--- config.mk ---
export PLATFORM = sky130hd
export DESIGN_NAME = cmd_scheduler
export DESIGN_NICKNAME = d
export VERILOG_FILES = /design/src/rtl/cmd_scheduler_pkg.sv /design/src/rtl/sat_counter8.sv /design/src/rtl/cmd_scheduler.sv
export SDC_FILE = /design/constraint.sdc
export NUM_CORES = 1
export LEC_CHECK = 0
export CAP_MARGIN = 20
export CORE_UTILIZATION = 42
export CTS_BUF_LIST = sky130_fd_sc_hd__clkbuf_16
export DETAILED_ROUTE_END_ITERATION = 8
export GPL_TIMING_DRIVEN = 0
export HOLD_SLACK_MARGIN = 0.05
export PLACE_DENSITY = 0.71
export SYNTH_ARGS = -nofsm -noshare
export SYNTH_HDL_FRONTEND = slang
export SYNTH_HIERARCHICAL = 1
export SYNTH_SLANG_ARGS = --single-unit
--- constraint.sdc ---
create_clock -name clk -period 5.96 [get_ports clk]
set_input_delay 0.894 -clock clk [delete_from_list [all_inputs] [get_ports clk]]
set_output_delay 0.894 -clock clk [all_outputs]
set_load 0.03 [all_outputs]
--- src/rtl/cmd_scheduler_pkg.sv ---
// cmd_scheduler shared types: FSM encoding, command word layout, time helpers.
package cmd_scheduler_pkg;

  typedef logic [2:0] state_t;

  localparam state_t IDLE     = 3'd0;
  localparam state_t POP      = 3'd1;
  localparam state_t LATCH    = 3'd2;
  localparam state_t WAIT     = 3'd3;
  localparam state_t DISPATCH = 3'd4;

  localparam int CMD_W     = 80;
  localparam int ADDR_MSB  = 79;
  localparam int ADDR_LSB  = 72;
  localparam int OP_MSB    = 71;
  localparam int OP_LSB    = 64;
  localparam int START_MSB = 63;
  localparam int START_LSB = 32;
  localparam int DATA_MSB  = 31;
  localparam int DATA_LSB  = 0;

  // Wrap-safe: true when now is at or past start within half the range.
  function automatic logic time_reached(
    input logic [31:0] now,
    input logic [31:0] start
  );
    logic [31:0] d;
    d = now - start;
    return ~d[31];
  endfunction

endpackage

--- src/rtl/sat_counter8.sv ---
// 8-bit event counter that sticks at 255.
module sat_counter8 (
  input  logic       clk,
  input  logic       rst,
  input  logic       inc,
  output logic [7:0] count
);

  always_ff @(posedge clk) begin
    if (rst) begin
      count <= 8'd0;
    end else if (inc && count != 8'hFF) begin
      count <= count + 8'd1;
    end
  end

endmodule

--- src/rtl/cmd_scheduler.sv ---
// Time-triggered command dispatcher between the EBI command FIFO and pin bus.
// Optional late-command drop enabled by defining CMD_SCHED_LATE_DROP_EN.
import cmd_scheduler_pkg::*;

module cmd_scheduler #(
  parameter int ACK_TIMEOUT = 1024,
  parameter int LATE_WINDOW = 256
) (
  input  logic             clk,
  input  logic             rst,
  input  logic [CMD_W-1:0] cmd_fifo_data_out,
  input  logic             cmd_fifo_empty,
  output logic             cmd_fifo_rd_en,
  input  logic [31:0]      global_clock,
  input  logic             flush,
  output logic [7:0]       bus_addr,
  output logic [7:0]       bus_cmd,
  output logic [31:0]      bus_data,
  output logic             bus_valid,
  input  logic             bus_ack,
  output logic             busy,
  output logic [7:0]       timeout_cnt,
  output logic [7:0]       late_cnt
);

`ifdef CMD_SCHED_LATE_DROP_EN
  localparam bit LATE_DROP = 1'b1;
`else
  localparam bit LATE_DROP = 1'b0;
`endif

  state_t state, state_nx;

  logic [CMD_W-1:0] cmd_q;
  logic [31:0]      cmd_start;
  logic [31:0]      tmo;
  logic             reached;
  logic             late;
  logic             drop;
  logic             expire;
  logic             tmo_inc;
  logic             enter_disp;

  assign cmd_start = cmd_q[START_MSB:START_LSB];
  assign reached   = time_reached(global_clock, cmd_start);
  assign late      = $signed(global_clock - cmd_start) > LATE_WINDOW;

  // LATCH is the cycle in which WAIT is entered, so the late check lives here.
  assign drop   = LATE_DROP && state == LATCH && late;
  assign expire = state == DISPATCH && tmo == 32'(ACK_TIMEOUT - 1);

  assign tmo_inc    = expire && !bus_ack && !flush;
  assign enter_disp = state_nx == DISPATCH && state != DISPATCH;

  always_ff @(posedge clk) begin
    if (rst) begin
      state <= IDLE;
    end else begin
      state <= state_nx;
    end
  end

  always_comb begin
    state_nx = state;
    if (flush) begin
      state_nx = IDLE;
    end else begin
      unique case (state)
        IDLE:     if (!cmd_fifo_empty) state_nx = POP;
        POP:      state_nx = LATCH;
        LATCH: begin
          if (drop)         state_nx = IDLE;
          else if (reached) state_nx = DISPATCH;
          else              state_nx = WAIT;
        end
        WAIT:     if (reached) state_nx = DISPATCH;
        DISPATCH: if (bus_ack || expire) state_nx = IDLE;
        default:  state_nx = IDLE;
      endcase
    end
  end

  always_comb begin
    busy           = state != IDLE;
    cmd_fifo_rd_en = 1'b0;
    if (state == IDLE && !cmd_fifo_empty && !flush) begin
      cmd_fifo_rd_en = 1'b1;
    end
  end

  always_ff @(posedge clk) begin
    if (rst) begin
      cmd_q <= '0;
    end else if (state == POP) begin
      cmd_q <= cmd_fifo_data_out;
    end
  end

  always_ff @(posedge clk) begin
    if (rst || state != DISPATCH) begin
      tmo <= '0;
    end else begin
      tmo <= tmo + 32'd1;
    end
  end

  always_ff @(posedge clk) begin
    if (rst) begin
      bus_valid <= 1'b0;
      bus_addr  <= '0;
      bus_cmd   <= '0;
      bus_data  <= '0;
    end else begin
      bus_valid <= state_nx == DISPATCH;
      if (enter_disp) begin
        bus_addr <= cmd_q[ADDR_MSB:ADDR_LSB];
        bus_cmd  <= cmd_q[OP_MSB:OP_LSB];
        bus_data <= cmd_q[DATA_MSB:DATA_LSB];
      end
    end
  end

  sat_counter8 u_timeout_cnt (
    .clk   (clk),
    .rst   (rst),
    .inc   (tmo_inc),
    .count (timeout_cnt)
  );

`ifdef CMD_SCHED_LATE_DROP_EN
  sat_counter8 u_late_cnt (
    .clk   (clk),
    .rst   (rst),
    .inc   (drop),
    .count (late_cnt)
  );
`else
  assign late_cnt = 8'd0;
`endif

endmodule

==> qor.txt, run 1 <==
run status = finished, final reports clean
TritonCTS clock tree = yes
Synth Warn # = 6
first-pass GRT wire length = 29700 microns
ANT cells = 0
setup repair after global routing missed its margin = no
Most used DFF post-synth = dfxtp_1
CTS resizes = 0
Req. time, crit path = 6310 ps
achievable frequency = 296 MHz
min cycle time layout = 3370 ps
peak supply drop = 195 uV
Seq/Total Area, Yosys = 44.7%
PD cells = 245 nW/um^2
initial antenna violation count = 0
WP data arrival = 3720 ps
most frequent cells in the layout = nand2_1 (190), clkdlybuf4s50_1 (175), dfxtp_1 (172)
Non-Filler Instances = 1356
Final setup viols = 0
Synth async-reset ratio = 0%
cells after synthesis = 913
fin. max-slew vios = 0
post-CTS setup buffer count = 0
number of global-route vias before repair = 6188
maxcap violations = 0
vias = 6560
worst reg2reg path startpoint = tmo[0]
Die Wd = 137 microns
core area = 18000 sq um
Ports = 184
later-pin clock latency in the skew report = 420 ps
Worst Hold End = tmo[0]
GRT Util Overall = 20.4%
most common cell after layout, fill and taps aside = nand2_1
area grow syn2layout = 34.6%
Worst Reg-to-Reg Cells = 9
DR pass1 iterations = 5
full die area = 18900 sq um
dpl hpwl = 13700 microns
hold path cells = 1
# DRC = 0
Hold Fails Final Rpt = 0
layout cell share with drive strength beyond 1 = 4.97%
die height = 137 microns
Worst Hold Launch = tmo[0]
largest net degree at the start of global routing = 17
# port buffers = 175
Longest Clk Path Bufs = 2
final net count = 1263
gp weighted congestion = 0.788
crit-path max FO = 10
Max transition margin = 48.3%
Worst Hold Class = register to register
Max Clock Skew = 8.45 ps
Post-synth EDFFs = 0
cts hold-fix bufs = 0
Worst setup SP type = primary input
initial cell density of the core = 42.9%
antenna violation net count after detailed routing = 0
# H-tree levels = 4
Crit Reg-Reg Endpoint = u_timeout_cnt/count[3]
Final Cycle Share = 56.6%
fin worst setup slack = 2590 ps
FP Rows = 49
Sinks on Clock Net = 172
Worst-path clk slew = 60 ps
Post-Route WL = 18400 microns
placed cells = 1324
Setup WS pre-CTS = 2130 ps
measured slew at the worst slew-check pin = 776 ps
Mapped Area = 7700 sq um
drt wl/cell = 13.6 microns
critical path class = primary input to register
CTS buffer count = 17
Fill cells = 1664
vias per inst = 4.84
Crit. End Element = register
flop-to-flop setup slack = 3050 ps
TNS Setup = 0 ps
Seq cells post-synth = 172
P_leak = 3.88 nW
Syn Area/Cell = 8.43 sq um
GR Overflow Total = 0
drt initial violations = 228
count of cell types in the netlist = 48
clock root cell = clkbuf_16
==> power by group <==
part / switching [mW] / internal, mW
combinational: 0.105 / 0.125
clock: 0.472 / 0.659
sequential: 0.0102 / 1.17
==> how the worst max path moves through the flow <==
stage | start | cells after the start | to
after global placement | global_clock[5] | 11 | bus_addr[3]
after detailed placement | global_clock[5] | 11 | bus_addr[4]
after global routing | global_clock[6] | 11 | bus_cmd[0]
final | global_clock[6] | 11 | bus_cmd[0]
after CTS | global_clock[5] | 11 | bus_cmd[0]
after floorplan | global_clock[5] | 10 | bus_addr[0]
==> logic make-up (layout without fill, tap and decap cells) <==
group | Yosys count | after routing | synth area share [%]
adder cells (fa/ha/maj) | 32 | 32 | 5.20
other | 1 | 8 | 0.0487
flip-flops | 172 | 172 | 44.7
XOR/XNOR | 23 | 23 | 2.62
buffers and inverters | 93 | 300 | 5.30
AO/OA/AOI/OAI | 144 | 144 | 10.4
AND/OR/NAND/NOR | 398 | 398 | 25.2
multiplexers | 50 | 50 | 6.57
==> cell usage after synthesis, types with 2 or more instances <==
cell type  instances  area (sq um)
nand3_1           12          60.1
inv_1             36           135
buf_4              9          67.6
o21bai_1           2          15.0
nor4_1             8          50.1
or2_2              3          18.8
buf_2              2          10.0
ha_1              32           400
nand2b_1          98           613
a221o_1            2          20.0
buf_6              3          33.8
or3b_2             3          26.3
o21ai_1            6          30.0
a211oi_1           3          22.5
xnor2_1            8          70.1
a31oi_1            2          12.5
a21oi_1          108           541
clkbuf_1          43           161
nand2_1          190           713
o21ai_0            8          40.0
nor3_1             5          25.0
dfxtp_1          172          3440
or3_1             10          62.6
and3_1            10          62.6
nor2_1            34           128
o22ai_1            2          12.5
a21o_1             4          30.0
and4_1             3          26.3
nand4_1           14          87.6
xor2_1            15           131
mux2i_1           49           490
==> final cells by class <==
| class | instances | area [sq um] | share of cell area (%) |
|---|---|---|---|
| sequential | 172 | 3440 | 33.2 |
| multi-input combinational | 655 | 3870 | 37.4 |
| inverter | 36 | 135 | 1.30 |
| timing repair buffer | 175 | 1750 | 16.9 |
| buffer | 57 | 273 | 2.63 |
| tap | 229 | 287 | 2.77 |
| clock buffer | 17 | 425 | 4.11 |
| clock inverter | 15 | 170 | 1.64 |
==> registers in the layout, indices dropped and copies added (netlist names) <==
register,cells
cmd_q,80
bus_data,32
bus_valid,1
tmo,32
bus_cmd,8
u_timeout_cnt/count,8
bus_addr,8
state,3
==> metrics by stage <==
step	utilization (%)	power (mW)	hold slack (ps)	cell area [sq um]
6_report	57.7	2.54	451	10400
5_1_grt	57.7	2.63	470	10400
4_1_cts	57.7	2.56	453	10400
3_5_place_dp	54.3	1.44	438	9760
3_3_place_gp	54.3	1.43	431	9760
2_1_floorplan	-	1.32	418	7720
==> worst max-delay path, stage by stage <==
cell and delay [ps]:
clkdlybuf4s50_1 410, ha_1 300, and3_1 180, a221o_1 150
a31oi_1 60, o41ai_1 570, a211oi_1 170, a211oi_2 300
buf_4 280, buf_6 210, mux2i_1 200
==> metal layers <==
metal | up-vias | global-route usage, % | share of wire (%)
met2 | 125 | 34.0 | 48
met5 | - | 0 | 0
li1 | 3422 | - | -
met1 | 2996 | 26.0 | 46
met4 | 0 | 5.68 | 1.2
met3 | 17 | 4.97 | 4.5
Note: power is estimated with default switching activity, not from simulation.
==> run 2, diff against run 1 <==
==> constraint.sdc (replaced) <==
create_clock -name clk -period 3.45 [get_ports clk]
set_input_delay 0.5175 -clock clk [delete_from_list [all_inputs] [get_ports clk]]
set_output_delay 0.5175 -clock clk [all_outputs]
set_load 0.03 [all_outputs]
==> results of run 2 <==
The final DEF is identical to that of run 1. Status: finished, final reports clean.
Main changes from that run: setup slack after placement 2130 ps -> -5.89 ps; setup slack after layout 2590 ps -> 452 ps; register-to-register setup slack 3050 ps -> 540 ps; total power 2.54 mW -> 4.39 mW; worst IR drop on VDD 195 uV -> 337 uV
